[config.mk]
export PLATFORM = sky130hd
export DESIGN_NAME = regfile_wb_sched
export DESIGN_NICKNAME = d
export VERILOG_FILES = /design/src/rtl/regfile_wb_sched.sv
export SDC_FILE = /design/constraint.sdc
export NUM_CORES = 1
export LEC_CHECK = 0
export ABC_AREA = 1
export CORE_UTILIZATION = 36
export DETAILED_ROUTE_END_ITERATION = 7
export GPL_TIMING_DRIVEN = 0
export PLACE_DENSITY = 0.7
export SLEW_MARGIN = 10
export SYNTH_ARGS = -nofsm -noshare
export SYNTH_HDL_FRONTEND = slang
export SYNTH_SLANG_ARGS = --single-unit
[constraint.sdc]
create_clock -name clk -period 3.5 [get_ports clk]
set_clock_uncertainty 0.05 [all_clocks]
set_input_delay 0.35 -clock clk [delete_from_list [all_inputs] [get_ports clk]]
set_output_delay 0.35 -clock clk [all_outputs]
set_load 0.05 [all_outputs]
[src/rtl/regfile_wb_sched.sv]
// Write-back scheduler for the register file: round-robin grant of NSRC sources onto the single
// write port, plus a pending-write scoreboard that decode uses for RAW/WAW stalls.
module regfile_wb_sched #(
   parameter int SIZE = 32,
   parameter int NSRC = 3
) (
   input  logic                 clk,
   input  logic                 rst_n,
   input  logic [NSRC-1:0]      src_valid,
   output logic [NSRC-1:0]      src_ready,
   input  logic [5*NSRC-1:0]    src_reg,
   input  logic [SIZE*NSRC-1:0] src_data,
   output logic                 regWrite,
   output logic [4:0]           writeReg,
   output logic [SIZE-1:0]      writeData,
   input  logic                 issue_valid,
   input  logic [4:0]           issue_reg,
   output logic                 issue_ready,
   input  logic [4:0]           rs_addr,
   input  logic [4:0]           rt_addr,
   output logic                 rs_busy,
   output logic                 rt_busy,
   output logic [31:0]          pending,
   output logic                 orphan_err
);
   localparam int IW = (NSRC > 1) ? $clog2(NSRC) : 1;

   logic [NSRC-1:0][4:0]      reg_a;
   logic [NSRC-1:0][SIZE-1:0] data_a;
   logic [IW-1:0]             last;
   logic [IW-1:0]             gnt;
   logic                      found;
   logic                      hs;
   logic [4:0]                sel_reg;
   logic [SIZE-1:0]           sel_data;
   logic [31:0]               pend_nxt;

   assign reg_a  = src_reg;
   assign data_a = src_data;

   // Search starts one past the last winner so every valid source is served within NSRC grants.
   always_comb begin
      found     = 1'b0;
      gnt       = '0;
      src_ready = '0;
      for (int k = 1; k <= NSRC; k++) begin
         if (!found && src_valid[IW'((int'(last) + k) % NSRC)]) begin
            found = 1'b1;
            gnt   = IW'((int'(last) + k) % NSRC);
         end
      end
      if (found && rst_n) src_ready[gnt] = 1'b1;
   end

   assign hs       = |(src_valid & src_ready);
   assign sel_reg  = reg_a[gnt];
   assign sel_data = data_a[gnt];

   assign issue_ready = ~pending[issue_reg] | (issue_reg == 5'd0);
   assign rs_busy     = pending[rs_addr];
   assign rt_busy     = pending[rt_addr];

   // Clear happens on the edge the register file commits; a set on another register coexists.
   always_comb begin
      pend_nxt = pending;
      if (regWrite) pend_nxt[writeReg] = 1'b0;
      if (issue_valid && issue_ready && issue_reg != 5'd0) pend_nxt[issue_reg] = 1'b1;
      pend_nxt[0] = 1'b0;
   end

   always_ff @(posedge clk) begin
      if (!rst_n) begin
         regWrite   <= 1'b0;
         writeReg   <= '0;
         writeData  <= '0;
         pending    <= '0;
         orphan_err <= 1'b0;
         last       <= IW'(NSRC - 1);
      end else begin
         pending <= pend_nxt;
         if (hs) begin
            writeReg  <= sel_reg;
            writeData <= sel_data;
            regWrite  <= (sel_reg != 5'd0);
            last      <= gnt;
            if (sel_reg != 5'd0 && !pending[sel_reg]) orphan_err <= 1'b1;
         end else begin
            regWrite <= 1'b0;
         end
      end
   end
endmodule
# Word-level counts from Yosys, hierarchy flattened
# Index checks and enable logic that the tools add are counted.
dict set report classes {
  add_sub_neg 3
  div_mod_pow 3
  n_lt_le_gt_ge 12
  n_mux 36
  n_bitwise 6
  reduce_logical 18
}
# cell count
set op_table {}
lappend op_table {{$mod 32x3->32 const B} 3}
lappend op_table {{$mux 32} 3}
lappend op_table {{$bmux 32 s2} 1}
lappend op_table {{$and 32x32->32} 1}
lappend op_table {{$not 32->32} 1}
lappend op_table {{$or 32x32->32} 1}
lappend op_table {{$lt 5x6->1 const B} 5}
lappend op_table {{$bmux 1 s5} 4}
lappend op_table {{$mux 1} 16}
lappend op_table {{$lt 2x4->1 const B} 3}
lappend op_table {{$bmux 5 s2} 1}
lappend op_table {{$demux 1 s5} 2}
lappend op_table {{$ge 5x1->1 const B} 2}
lappend op_table {{$reduce_bool 5->1} 2}
lappend op_table {{$logic_and 1x1->1} 9}
lappend op_table {{$add 2x2->3 const B} 2}
lappend op_table {{$bmux 1 s2} 3}
lappend op_table {{$mux 2} 3}
lappend op_table {{$logic_not 5->1} 1}
lappend op_table {{$mux 5} 1}
lappend op_table {{$reduce_and 2->1} 2}
lappend op_table {{$add 2x1->3 const B} 1}
lappend op_table {{$and 3x3->3} 1}
lappend op_table {{$logic_not 1->1} 3}
lappend op_table {{other kinds (7)} 7}
dict set report totals {
  register_bits 73
  output_inout_bits 77
  wordCells 85
}

# Depth between registers and ports, before layout
dict set report depth {
  ltp_word 20
  ltp_mapped 23
  mapped_depth_nobuf 23
}

# Worst setup path after synthesis
# OpenSTA, ideal clock, no wires.
dict set report synth_path {
  kind {register to register}
  from {reg pending[5]}
  to {reg pending[2]}
  setup_time_ns 0.070
  arrival_ns 2.821
  required_ns 3.380
  path_slack_ns 0.559
  stages_incl_launch_ff 11
  path_buffers 1
  period_less_slack_ns 2.941
  cell_sequence {dfxtp_1 inv_1 o22ai_1 o21ai_0 nand2_1 a2111oi_2 nand2_1 a21oi_2 buf_4 nand3_1 a21oi_1}
}
dict set report synth_between {
  elab_chain_cells 7
}
# element line
set synth_rtl {}
lappend synth_rtl {{start, declared} 23} ;# output logic [31:0] pending,
lappend synth_rtl {{start signal, assigned} 80} ;# pending <= pend_nxt;
lappend synth_rtl {{$bmux 1 s5} 59} ;# assign issue_ready = ~pending[issue_reg] | (issue_reg == 5'd0);
lappend synth_rtl {{$mux 1 (implied by the code)} 59}
lappend synth_rtl {{$not 1->1} 59}
lappend synth_rtl {{$or 1x1->1} 59}
lappend synth_rtl {{via issue_ready} 18} ;# output logic issue_ready,
lappend synth_rtl {{$logic_and 1x1->1 (2 in series)} 67} ;# if (issue_valid && issue_ready && issue_reg != 5'd0) pend_nxt[issue_reg] = 1'b1;
lappend synth_rtl {{$mux 32} 67}
# The timed path passes the listed nets, and every way through them passes these cells. The select of a mux whose other input is x is not followed.
# A chain may end at the register's enable or synchronous reset.

# Worst setup path in the final report
dict set report layout_path {
  from {in rt_addr[0]}
  to {out rt_busy}
}
dict set report layout_between {
  elab_chain_cells 2
}
# element line
set layout_rtl {}
lappend layout_rtl {{start, declared} 20} ;# input logic [4:0] rt_addr,
lappend layout_rtl {{$bmux 1 s5} 61} ;# assign rt_busy = pending[rt_addr];
lappend layout_rtl {{$mux 1 (implied by the code)} 61}
lappend layout_rtl {{end, declared} 22} ;# output logic rt_busy,
# No other way between the ends. The select of a mux whose other input is x is not followed.

==> key figures <==
Layout
  • Leading cell types in the layout, fill and taps excluded: clkdlybuf4s50_1, nand2_1, inv_1
  • Share of the core filled with cells: 56.3%
  • Fraction of final layout cells with drive strength greater than 1: 5.56%
  • Area Growth Syn to Fin: 52.6%
  • Design Area, Final: 7490 um^2
  • Post-layout nets: 1,121
  • Most frequent standard cell in the layout excluding fill and tap cells: clkdlybuf4s50_1
  • # diodes: 0

Global routing
  • Grt total ovfl: 0
  • Number of antenna violations at the first check in global routing: 0
  • Number of global-route vias before repair: 5,845
  • Global Route Usage Sum: 28.5%
  • Largest net degree at the start of global routing: 13
  • First-pass GRT wire length: 31.6 mm

STA
  • Highest clock frequency the design can meet: 309 MHz
  • Count of endpoints failing setup in the final report: 0
  • Worst-Margin Slew: 0.844 ns
  • Setup TNS: 0 ns
  • Final Max Tran Viols: 0
  • Period minus WS final: 3.24 ns
  • Worst Setup Slack, final: 0.263 ns
  • Final-report hold violation count: 0
  • Unrepaired setup endpoints after global routing: no
  • Final worst-path cycle share: 92.5%
  • Slew margin rel.: 43.3%

Placement
  • Port Buf Inserts: 206
  • Detailed placement HPWL: 15.8 mm
  • Post-Place Worst Slack: 0.122 ns
  • Area after detailed placement: 7190 um^2
  • Final estimated routing congestion in global placement: 0.922

Route
  • DRT Pass-1 Iters: 6
  • Avg Vias per Cell: 5.40
  • DR WL/cell: 17.3 um
  • Via Count: 6,299
  • Count of unresolved DRC violations after routing: 0
  • Post-route ant nets: 0
  • Starting DRC count in detailed routing: 674
  • WL final: 20.1 mm

Clock tree
  • H-Tree Level Count: 3
  • Clock network latency to the later pin of the worst-skew pair: 0.34 ns
  • Maximum number of buffers from clock root to sink: 2
  • Clock-pin slew on the worst setup and hold paths: 0.06 ns
  • Total clock buffers created by CTS: 9
  • Cts hold-fix bufs: 0
  • CTS tree: built
  • CTS Root Buffer Type: clkbuf_16
  • CTS sink cnt: 72

Critical path
  • Startpoint types: input port
  • Crit path arrival time: 2.84 ns
  • Required time of the critical path: 3.10 ns
  • Top fanout value on the critical path: 10
  • Setup Crit Path Kind: in -> out
  • Sort of element at the end of the critical path: output pin

Logic synthesis
  • Post-synth cell types: 41
  • Sequential fraction of the synthesis area: 29.4%
  • Post-synthesis area per instance: 6.39 um^2
  • YS warnings: 0
  • Net count after synthesis: 904
  • Synth area leader: dfxtp_1
  • Top cell type's share of synthesized area: 29.4%
  • Synth top area cells: dfxtp_1, nand2_1, nand3_1, o21ai_0, inv_1
  • Netlist area before placement: 4910 um^2
  • Number of instances in the synthesized netlist: 768
  • FF+latch count, synth: 72

Outcome
  • Outcome: finished, final reports clean

Power
  • Power per unit of standard cell area: 946 nW/um^2
  • Reported leakage power: 3.04 nW
  • IR Drop Worst-Case VDD: 0.473 mV

Floorplanning
  • Overall die width: 119 um
  • I/O pin cnt: 209
  • Die boundary height: 119 um
  • Core area: 13,300 um^2
  • Core Rows: 42
  • Effective utilization at floorplan: 36.9%
  • DIE AREA: 14,100 um^2

Min path
  • Tightest Hold Check Type: in -> reg

Flow run
  • MaxCap Viol Count: 0
-- through the flow --
stage | hold WS [ns] | instances | power (mW)
5_1_grt | 0.356 | 1166 | 7.55
2_1_floorplan | 0.462 | 768 | 4.61
6_report | 0.318 | 1166 | 7.08
3_5_place_dp | 0.423 | 1150 | 6.15
3_3_place_gp | 0.411 | 1150 | 6.13
4_1_cts | 0.307 | 1166 | 7.08
-- cell usage after synthesis --
| cell | n |
|---|---|
| a2111oi_2 | 1 |
| a21oi_1 | 67 |
| a21oi_2 | 3 |
| a21oi_4 | 1 |
| a22oi_1 | 6 |
| a311oi_1 | 2 |
| a31oi_1 | 2 |
| a32oi_1 | 1 |
| and3_1 | 1 |
| buf_1 | 2 |
| buf_2 | 1 |
| buf_4 | 4 |
| buf_6 | 4 |
| clkbuf_1 | 30 |
| conb_1 | 1 |
| dfxtp_1 | 72 |
| ha_1 | 4 |
| inv_1 | 92 |
| inv_2 | 6 |
| nand2_1 | 163 |
| nand2_2 | 6 |
| nand2_4 | 3 |
| nand3_1 | 91 |
| nand3_2 | 2 |
| nand3_4 | 1 |
| nand4_1 | 30 |
| nand4_2 | 1 |
| nor2_1 | 20 |
| nor2_2 | 1 |
| nor2_4 | 2 |
| nor2_8 | 1 |
| nor3_1 | 8 |
| o211a_1 | 2 |
| o211ai_1 | 32 |
| o21a_1 | 1 |
| o21ai_0 | 85 |
| o21ai_1 | 2 |
| o21ai_2 | 2 |
| o221ai_1 | 2 |
| o22ai_1 | 11 |
| o31ai_1 | 2 |
-- power by group --
| part | internal [mW] | switching (mW) |
|---|---|---|
| combinational | 1.56 | 3.38 |
| clock | 0.570 | 0.358 |
| sequential | 1.05 | 0.167 |
| total | 3.18 | 3.90 |
-- flip-flops by register name, indices dropped and copies added (netlist names) --
signal      flops
last            2
orphan_err      1
pending        31
regWrite        1
writeData      32
writeReg        5
-- area by class of cell --
cell class              instances  area (um^2)
repair buffers                206         2060
clock inverters                 5         56.3
flip-flops and latches         72         1440
multi-input cells             557         2900
well taps                     176          220
plain buffers                  41          201
clock buffers                  11          243
inverters                      98          368
fillers                      1313         5810
-- kinds of logic (layout without fill, tap and decap cells) --
family	Yosys count	in the layout	share of synthesized area, %
AO/OA/AOI/OAI	222	222	26.5
adder cells (fa/ha/maj)	4	4	1.02
buffers and inverters	139	361	11.6
flip-flops	72	72	29.4
other	1	1	0.0764
AND/OR/NAND/NOR	330	330	31.5
-- worst max-delay path, cell delays in order --
cell	delay [ns]
clkdlybuf4s50_1	0.49
clkbuf_1	0.35
nand2_1	0.09
o21ai_0	0.10
a21oi_1	0.10
a21oi_1	0.12
o21ai_0	0.10
a32oi_1	0.27
clkdlybuf4s50_1	0.85
-- routing by layer --
layer	vias to the layer above	share of wire (%)	track usage, %
met5	-	0	0
met4	0	2.8	10.1
met3	36	7.9	4.87
met2	293	47	46.2
met1	2889	43	38.0
li1	3081	-	-
-- timing repair --
| item | in CTS | in global routing |
|---|---|---|
| setup endpoints to repair | 3 | 2 |
| resized for setup | 3 | 3 |
| setup buffers | 0 | 0 |
-- final timing paths --
kind                                               from                       end  slack, ns  cells past startpoint
worst min-delay path                              rst_n  writeReg[4]$_SDFFE_PN0P_       0.32                      3
worst max register to register     last[0]$_SDFFE_PN0P_   orphan_err$_SDFFE_PN0P_       0.51                     18
worst min register to register  orphan_err$_SDFFE_PN0P_   orphan_err$_SDFFE_PN0P_       0.43                      2
worst max-delay path                         rt_addr[0]                   rt_busy       0.26                      9
Power figures use the tool's default switching activity.
